===== src/rtl/tt_sweep.sv =====
// Truth-table sweeper: steps a combinational block through every input row,
// samples its output after a settle window and scores it against a reference table.
module tt_sweep #(
    parameter int N_IN   = 2,
    parameter int SETTLE = 2
) (
    input  logic                 clk,
    input  logic                 rst,
    input  logic                 start,
    input  logic [2**N_IN-1:0]   expected,
    output logic [N_IN-1:0]      dut_in,
    input  logic                 dut_out,
    output logic                 busy,
    output logic                 done,
    output logic [2**N_IN-1:0]   table_out,
    output logic [N_IN:0]        mismatch_count,
    output logic                 match
);

    localparam int                ROWS        = 2**N_IN;
    localparam logic [3:0]        SETTLE_LAST = 4'(SETTLE - 1);
    localparam logic [N_IN-1:0]   ROW_LAST    = {N_IN{1'b1}};

    typedef enum logic [1:0] {
        IDLE,
        RUN,
        DONE
    } state_t;

    state_t            r_state;
    state_t            w_next;
    logic [ROWS-1:0]   r_expected;
    logic [ROWS-1:0]   r_table;
    logic [N_IN-1:0]   r_row;
    logic [3:0]        r_settle;
    logic [N_IN:0]     r_mism;
    logic              r_swept;
    logic              w_sample;
    logic              w_last;

    // Only the final cycle of each row's settle window is sampled.
    assign w_sample = (r_state == RUN) && (r_settle == 4'd0);
    assign w_last   = (r_row == ROW_LAST);

    always_comb begin
        w_next = r_state;
        case (r_state)
            IDLE:    if (start) w_next = RUN;
            RUN:     if (w_sample && w_last) w_next = DONE;
            DONE:    w_next = IDLE;
            default: w_next = IDLE;
        endcase
    end

    always_ff @(posedge clk) begin
        if (rst) r_state <= IDLE;
        else     r_state <= w_next;
    end

    always_ff @(posedge clk) begin
        if (rst) begin
            r_expected <= '0;
            r_table    <= '0;
            r_mism     <= '0;
            r_row      <= '0;
            r_settle   <= '0;
            r_swept    <= 1'b0;
        end else begin
            case (r_state)
                IDLE: begin
                    if (start) begin
                        r_expected <= expected;
                        r_table    <= '0;
                        r_mism     <= '0;
                        r_row      <= '0;
                        r_settle   <= SETTLE_LAST;
                        r_swept    <= 1'b0;
                    end
                end
                RUN: begin
                    if (w_sample) begin
                        r_table[r_row] <= dut_out;
                        if (dut_out != r_expected[r_row])
                            r_mism <= r_mism + (N_IN+1)'(1);
                        if (!w_last) begin
                            r_row    <= r_row + N_IN'(1);
                            r_settle <= SETTLE_LAST;
                        end
                    end else begin
                        r_settle <= r_settle - 4'd1;
                    end
                end
                DONE:    r_swept <= 1'b1;
                default: ;
            endcase
        end
    end

    // Results stay qualified in IDLE after a completed sweep until the next start.
    assign dut_in         = (r_state == RUN) ? r_row : '0;
    assign busy           = (r_state == RUN);
    assign done           = (r_state == DONE);
    assign table_out      = r_table;
    assign mismatch_count = r_mism;
    assign match          = (done || ((r_state == IDLE) && r_swept)) && (r_mism == '0);

endmodule


===== config.mk =====
export PLATFORM = sky130hd
export DESIGN_NAME = tt_sweep
export DESIGN_NICKNAME = d
export VERILOG_FILES = /design/src/rtl/tt_sweep.sv
export SDC_FILE = /design/constraint.sdc
export NUM_CORES = 1
export LEC_CHECK = 0
export BUFFER_PORTS_ARGS = -buffer_cell sky130_fd_sc_hd__buf_2
export CORE_MARGIN = 2
export CORE_UTILIZATION = 57
export DETAILED_ROUTE_END_ITERATION = 8
export PLACE_DENSITY = 0.78
export SKIP_LAST_GASP = 1
export SLEW_MARGIN = 10
export SYNTH_ARGS = -nofsm -noshare
export SYNTH_HDL_FRONTEND = slang
export SYNTH_SLANG_ARGS = --single-unit
export TNS_END_PERCENT = 5

===== constraint.sdc =====
create_clock -name clk -period 3.6 [get_ports clk]
set_clock_uncertainty 0.05 [all_clocks]
set_input_delay 0.18 -clock clk [delete_from_list [all_inputs] [get_ports clk]]
set_output_delay 0.18 -clock clk [all_outputs]
set_load 0.01 [all_outputs]

==> results.toml, run 1 <==
[floorplanning]
placement_rows = 15
fp.dieArea_um2 = 2200
chipWidth_um = 46.9
die_height_um = 46.9
core-area_um2 = 1730
initial_core_util_pct = 60.8
ios = 20

[routing]
first_iter_violations = 18
route.detailed.wl_per_inst_um = 13.9
dr.pass1.iters = 5
vias_per_cell = 5.53
drt-total-wl_um = 2270
drc_errors = 0
detailroute.via_count = 902
remaining_number_of_nets_flagged_by_the_antenna_check_after_routing = 0

[sta]
timing.final.max_slew_violations = 0
setup_total_negative_slack_ns = 0
grt_setup_unrepaired = "false"
timing.slew.headroom_pct = 64.8
layout_min_cycle_time_ns = 1.95
slew_worst_pin_ns = 0.525
highest_attainable_clock_frequency_ghz = 0.513
timing.final.crit_share_pct = 54.1
setup-violations-final = 0
final.setup.worst_slack_ns = 1.65
report.final.hold_viol_count = 0

[power]
power.ir.vdd_worst_mv = 0.239
switching_share_pct = 28.0
power.sequential.fraction_pct = 57.6
clkPwrFrac_pct = 24.7
power.density_nw_per_um2 = 352
net-switching-power_uw = 117
p_leak_uw = 0.000489
p_comb_share_pct = 17.6
internal_power_uw = 300

[synthesis]
synthMostInstantiatedCell = "dfxtp_1"
yosysTopAreaCell = "dfxtp_1"
synth-async-reset-ratio_pct = 0
synth-main-ff-cell = "dfxtp_1"
count_of_flip_flops_with_a_built_in_enable_after_synthesis = 0
avgSynthCellArea_um2 = 8.82
synth.cells.most_frequent = "20 x dfxtp_1, 14 x a21oi_1, 12 x nand2_1"
synth-warning-count = 0
post-synth-top-area-fraction_pct = 38.1
yosys.cell_types.count = 33
synth.net_count = 135
netlist_area_pre_place_um2 = 1050
synth-seq-area-share_pct = 38.1
netlist_instances = 119
synth-seq-cells = 20
synth_area_leaders = "dfxtp_1 38%, ha_1 9.5%, a21oi_1 6.7%"

[cells_and_area]
n_antenna_cell = 0
post_route_cells_drive_above_1_share_pct = 23.2
finalInstanceArea_um2 = 1180
nets = 156
area.growth.synth_to_final_pct = 12.8

[hold_path]
hold-path-cell-count = 3
hold_crit_start = "expected[1]"
min_delay_path_class = "in2reg"
hold-path-endpoint = "r_expected[1]$_SDFFE_PP0P_"

[worst_setup_path]
cp-start-kind = "flip-flop"
crit_type = "reg2reg"
endpoint_kind = "flip-flop"
cp_slowest_stage_delay_ns = 0.49
worstReg2RegStart = "r_settle[0]$_SDFFE_PP0P_"
worstPathCellList = "inv_1, ha_1, nor3b_4, nand2_1, or4_1, a31oi_1"
worst_r2r_path_depth = 6
timing.reg2reg.setup_slack_ns = 1.65
largest_driver_fanout_on_the_critical_path = 10
crit_required_ns = 3.78
cpMaxStageDelayCell = "or4_1"
rr_endpoint = "mismatch_count[2]$_SDFFE_PP0P_"
critical_path_arrival_ns = 2.13

[cts]
clkTransAtPathRegs_ns = 0.11
cts_tree = "yes"
clock-sinks = 20
cts_htree_levels = 1
clk_tree_root_cell = "clkbuf_4"
resized_gates_after_cts = 0
clock_tree.buffer_depth = 2
worst_skew_late_latency_ns = 0.29
cts_setup_buffers = 0
cts_hold_buffers_added = 0
number_of_buffers_inserted_during_clock_tree_synthesis = 3

[run_status]
run_status = "complete, no violations"

[grt]
first_global_vias = 765
grt-ovfl-total = 0
grt_pass1_wl_um = 3510
global_route.usage.total_pct = 22.9
grt_start_max_net_pins = 23
antenna_found_initial = 0

[placement]
place_area_um2 = 1160
gp_routability_congestion = 0.811
hpwlAfterDp_um = 1710
place_ws_ns = 1.71
buffer_ports.inserted = 19

[flow_run]
timing.max_cap.violations = 0
[critical path: cells and delay by family (launching register included)]
| kind | cells | cell delay [ns] |
|---|---|---|
| buffers and inverters | 1 | 0.11 |
| AOI/OAI and AO/OA | 1 | 0.16 |
| and+or+nand+nor | 3 | 1.06 |
| DFF | 1 | 0.32 |
| adders and majority gates | 1 | 0.18 |
[cell usage in the layout (no fill, tap or decap), drive strengths merged, types with 2 or more instances in the layout]
cell type,Yosys,final
a21oi,14,14
buf,1,19
clkbuf,2,3
dfxtp,20,20
ha,8,8
inv,9,9
mux2i,3,3
nand2,12,12
nand2b,2,2
nand3,2,2
nand4,2,2
nor2,9,9
nor2b,2,2
nor3,8,8
nor3b,2,2
o211ai,4,4
o21ai,4,4
or4,2,2
[sequential cells by signal (all words and copies together), names as in the netlist]
| name | flops |
|---|---|
| r_swept | 1 |
| mismatch_count | 3 |
| r_settle | 4 |
| r_expected | 4 |
| r_state | 2 |
| r_row | 2 |
| table_out | 4 |
[power by group through the flow]
stage | clock [uW] | sequential, uW | combinational, uW
floorplan | 0 | 242 | 55.7
global placement | 0 | 244 | 70.4
detailed placement | 0 | 245 | 72.4
CTS | 105 | 240 | 72.9
global route | 114 | 242 | 81.9
finish | 103 | 240 | 73.5
[through the flow]
step           std cells  total power [uW]  hold slack [ns]  utilization (%)
6_report             163               417           0.0645             68.6
5_1_grt              163               438           0.0621             68.6
4_1_cts              163               418           0.0625             68.6
3_5_place_dp         160               318            0.380             67.2
3_3_place_gp         160               315            0.370             67.2
2_1_floorplan        119               298            0.266                -
[cells by family after synthesis]
group                      Yosys count  synth area share [%]
and+or+nand+nor                     46                  25.4
AOI/OAI and AO/OA                   27                  15.4
DFF                                 20                  38.1
buffers and inverters               13                  5.01
adders and majority gates            8                  9.54
muxes                                4                  5.01
xor gates and xnor gates             1                  1.55
[how the worst max path moves through the flow]
stage                                   from                        endpoint  slack, ns  depth (start not counted)
finish              r_settle[0]$_SDFFE_PP0P_  mismatch_count[2]$_SDFFE_PP0P_       1.65                          6
global route        r_settle[0]$_SDFFE_PP0P_  mismatch_count[2]$_SDFFE_PP0P_       1.50                          6
CTS                 r_settle[0]$_SDFFE_PP0P_  mismatch_count[2]$_SDFFE_PP0P_       1.68                          6
detailed placement  r_settle[0]$_SDFFE_PP0P_  mismatch_count[2]$_SDFFE_PP0P_       1.71                          6
global placement    r_settle[0]$_SDFFE_PP0P_  mismatch_count[2]$_SDFFE_PP0P_       1.79                          6
floorplan              r_row[0]$_SDFFE_PP0P_  mismatch_count[2]$_SDFFE_PP0P_       1.86                          4
[layout make-up]
cell class,instances,area [um2]
multi-input cells,86,597
fillers,155,543
flip-flops and latches,20,400
repair buffers,19,95.1
inverters,10,37.5
well taps,25,31.3
clock buffers,3,22.5
[metal layers]
layer	track usage [%]	vias up	routed length (um)	part of all wire, %
met1	29.6	415	1040	46
met5	0	-	0	0
li1	-	464	-	-
met3	2.31	2	95	4.2
met4	8.33	0	13	0.57
met2	39.5	21	1120	49
Power figures use the tool's default switching activity.
==> run 2, diff against run 1 <==
--- a/config.mk
+++ b/config.mk
@@ -7,9 +7,9 @@
 export LEC_CHECK = 0
 export BUFFER_PORTS_ARGS = -buffer_cell sky130_fd_sc_hd__buf_2
 export CORE_MARGIN = 2
-export CORE_UTILIZATION = 57
+export CORE_UTILIZATION = 53
 export DETAILED_ROUTE_END_ITERATION = 8
-export PLACE_DENSITY = 0.78
+export PLACE_DENSITY = 0.73
 export SKIP_LAST_GASP = 1
 export SLEW_MARGIN = 10
 export SYNTH_ARGS = -nofsm -noshare
==> constraint.sdc (replaced) <==
create_clock -name clk -period 2 [get_ports clk]
set_clock_uncertainty 0.05 [all_clocks]
set_input_delay 0.1 -clock clk [delete_from_list [all_inputs] [get_ports clk]]
set_output_delay 0.1 -clock clk [all_outputs]
set_load 0.01 [all_outputs]
==> run 2 against run 1 <==
Compared with the run above: the run now ends with negative hold slack left; fmax grew 5.2%; register-to-register slack got worse by 1.5 ns; setup slack got worse by 1.5 ns; die area rose by 6.9%; sequential power increased by 78%; highest routed layer unchanged.
==> results.toml, run 2 (synthesized netlist as in run 1, its figures left out) <==
[worst_setup_path]
path_delay_family = "multiplexers"
worstPathCellList = "mux4_2, xnor2_2, or4_1, a31oi_1"
cpMaxStageDelayCell = "mux4_2"
crit_type = "reg2reg"
timing.critical_path.buf_inv = 0
critical_path_arrival_ns = 2.05
cp-start-kind = "flip-flop"
crit_required_ns = 2.20
endpoint_kind = "flip-flop"
cp_slowest_stage_delay_ns = 0.56
largest_driver_fanout_on_the_critical_path = 5

[sta]
setup-violations-final = 0
slew_worst_pin_ns = 0.383
timing.final.crit_share_pct = 92.6
grt_setup_unrepaired = "false"
report.final.hold_viol_count = 1
highest_attainable_clock_frequency_ghz = 0.540
timing.final.max_slew_violations = 0
layout_min_cycle_time_ns = 1.85
timing.slew.headroom_pct = 74.4
timing.hold.ws_ns = -0.00396
setup_total_negative_slack_ns = 0

[routing]
met3_length_um = 146
drc_errors = 0
route.detailed.wl_per_inst_um = 13.1
wl_met1_um = 972
vias_per_cell = 5.43
maxUsedRoutingLayer = "met4"
dr.pass1.iters = 4
first_iter_violations = 5
routed-wl-met2_um = 1090
drt-total-wl_um = 2250
remaining_number_of_nets_flagged_by_the_antenna_check_after_routing = 0
detailroute.via_count = 934

[floorplanning]
fp.dieArea_um2 = 2350
die_height_um = 48.5
chipWidth_um = 48.5
initial_core_util_pct = 54.6
placement_rows = 16
core-area_um2 = 1920
ios = 20

[cells_and_area]
nets = 162
area.growth.synth_to_final_pct = 19.3
most_common_cell_after_layout_fill_and_taps_aside = "dfxtp_1"
n_antenna_cell = 0
layout.cells.most_common_list = "20 x dfxtp_1, 19 x buf_2, 14 x a21oi_1"
post_route_cells_drive_above_1_share_pct = 24.8

[cts]
cts_htree_levels = 1
cts_tree = "yes"
clkTransAtPathRegs_ns = 0.11
clock_tree.buffer_depth = 2
worst_skew_late_latency_ns = 0.31
clock-sinks = 20
number_of_buffers_inserted_during_clock_tree_synthesis = 3
clk_tree_root_cell = "clkbuf_4"
cts_setup_buffers = 0

[flow_run]
timing.max_cap.violations = 0

[grt]
grt_pass1_wl_um = 3910
first_global_vias = 947
grt_start_max_net_pins = 23
global_route.usage.total_pct = 21.2
grt-ovfl-total = 0
antenna_found_initial = 0

[power]
p_leak_uw = 0.000523
power.ir.vdd_worst_mv = 0.524
power.density_nw_per_um2 = 652
p_comb_share_pct = 18.2
internal_power_uw = 592
switching_share_pct = 27.5
clkPwrFrac_pct = 29.3
power.sequential.fraction_pct = 52.5
net-switching-power_uw = 224

[run_status]
run_status = "finished, violations left"
violations_in_the_final_reports = "negative hold slack"

[hold_path]
min_delay_path_class = "in2reg"

[placement]
gp_routability_congestion = 0.821
buffer_ports.inserted = 19
hpwlAfterDp_um = 1710
==> run 2: cell count changes in the layout (fill, tap and decap cells not counted) <==
cell,change
buf_4,+3
dlygate4sd3_1,+3
clkbuf_8,+1
==> run 2: worst register-to-register path, delay by kind of cell, from the launching register on <==
family	cells	cell delay [ns]
xor gates and xnor gates	1	0.18
and+or+nand+nor	1	0.42
AOI/OAI and AO/OA	1	0.16
muxes	1	0.56
DFF	1	0.43
==> run 2: worst paths after layout <==
path                               from                              to  slack, ns  cells past startpoint
max               r_row[0]$_SDFFE_PP0P_  mismatch_count[2]$_SDFFE_PP0P_       0.15                      4
min reg2reg  r_expected[1]$_SDFFE_PP0P_      r_expected[1]$_SDFFE_PP0P_       0.42                      2
min                         expected[3]      r_expected[3]$_SDFFE_PP0P_     -0.004                      3
max reg2reg       r_row[0]$_SDFFE_PP0P_  mismatch_count[2]$_SDFFE_PP0P_       0.15                      4
==> run 2: metal layers <==
metal  up-vias  global-route usage (%)
li1        472                       -
met1       429                    25.0
met2        28                    36.3
met3         5                    5.56
met4         0                    9.52
met5         -                       0
==> run 2: layout make-up <==
| class | instances | area, um2 |
|---|---|---|
| fillers | 187 | 669 |
| multi-input cells | 86 | 597 |
| flip-flops and latches | 20 | 400 |
| repair buffers | 25 | 148 |
| inverters | 10 | 37.5 |
| clock buffers | 4 | 36.3 |
| well taps | 27 | 33.8 |
==> run 2: metrics by stage <==
stage / instance area, um2 / instances / setup slack (ns) / utilization, % / total power [uW]
finish: 1250 / 172 / 0.148 / 65.2 / 817
global route: 1250 / 172 / 0.0339 / 65.2 / 857
CTS: 1250 / 172 / 0.147 / 65.2 / 823
detailed placement: 1190 / 165 / 0.174 / 61.7 / 581
global placement: 1190 / 165 / 0.234 / 61.7 / 576
floorplan: 1050 / 119 / 0.257 / - / 536
==> run 2: power by group through the flow <==
stage,Combinational (uW),Sequential (uW),Clock (uW)
floorplan,100,436,0
global placement,139,437,0
detailed placement,144,438,0
CTS,149,429,245
global route,165,432,260
finish,149,428,239
==> run 2: repair_timing <==
action                    CTS  global route
hold endpoints to repair    3             0
resized for setup           0             0
hold buffers                3             0
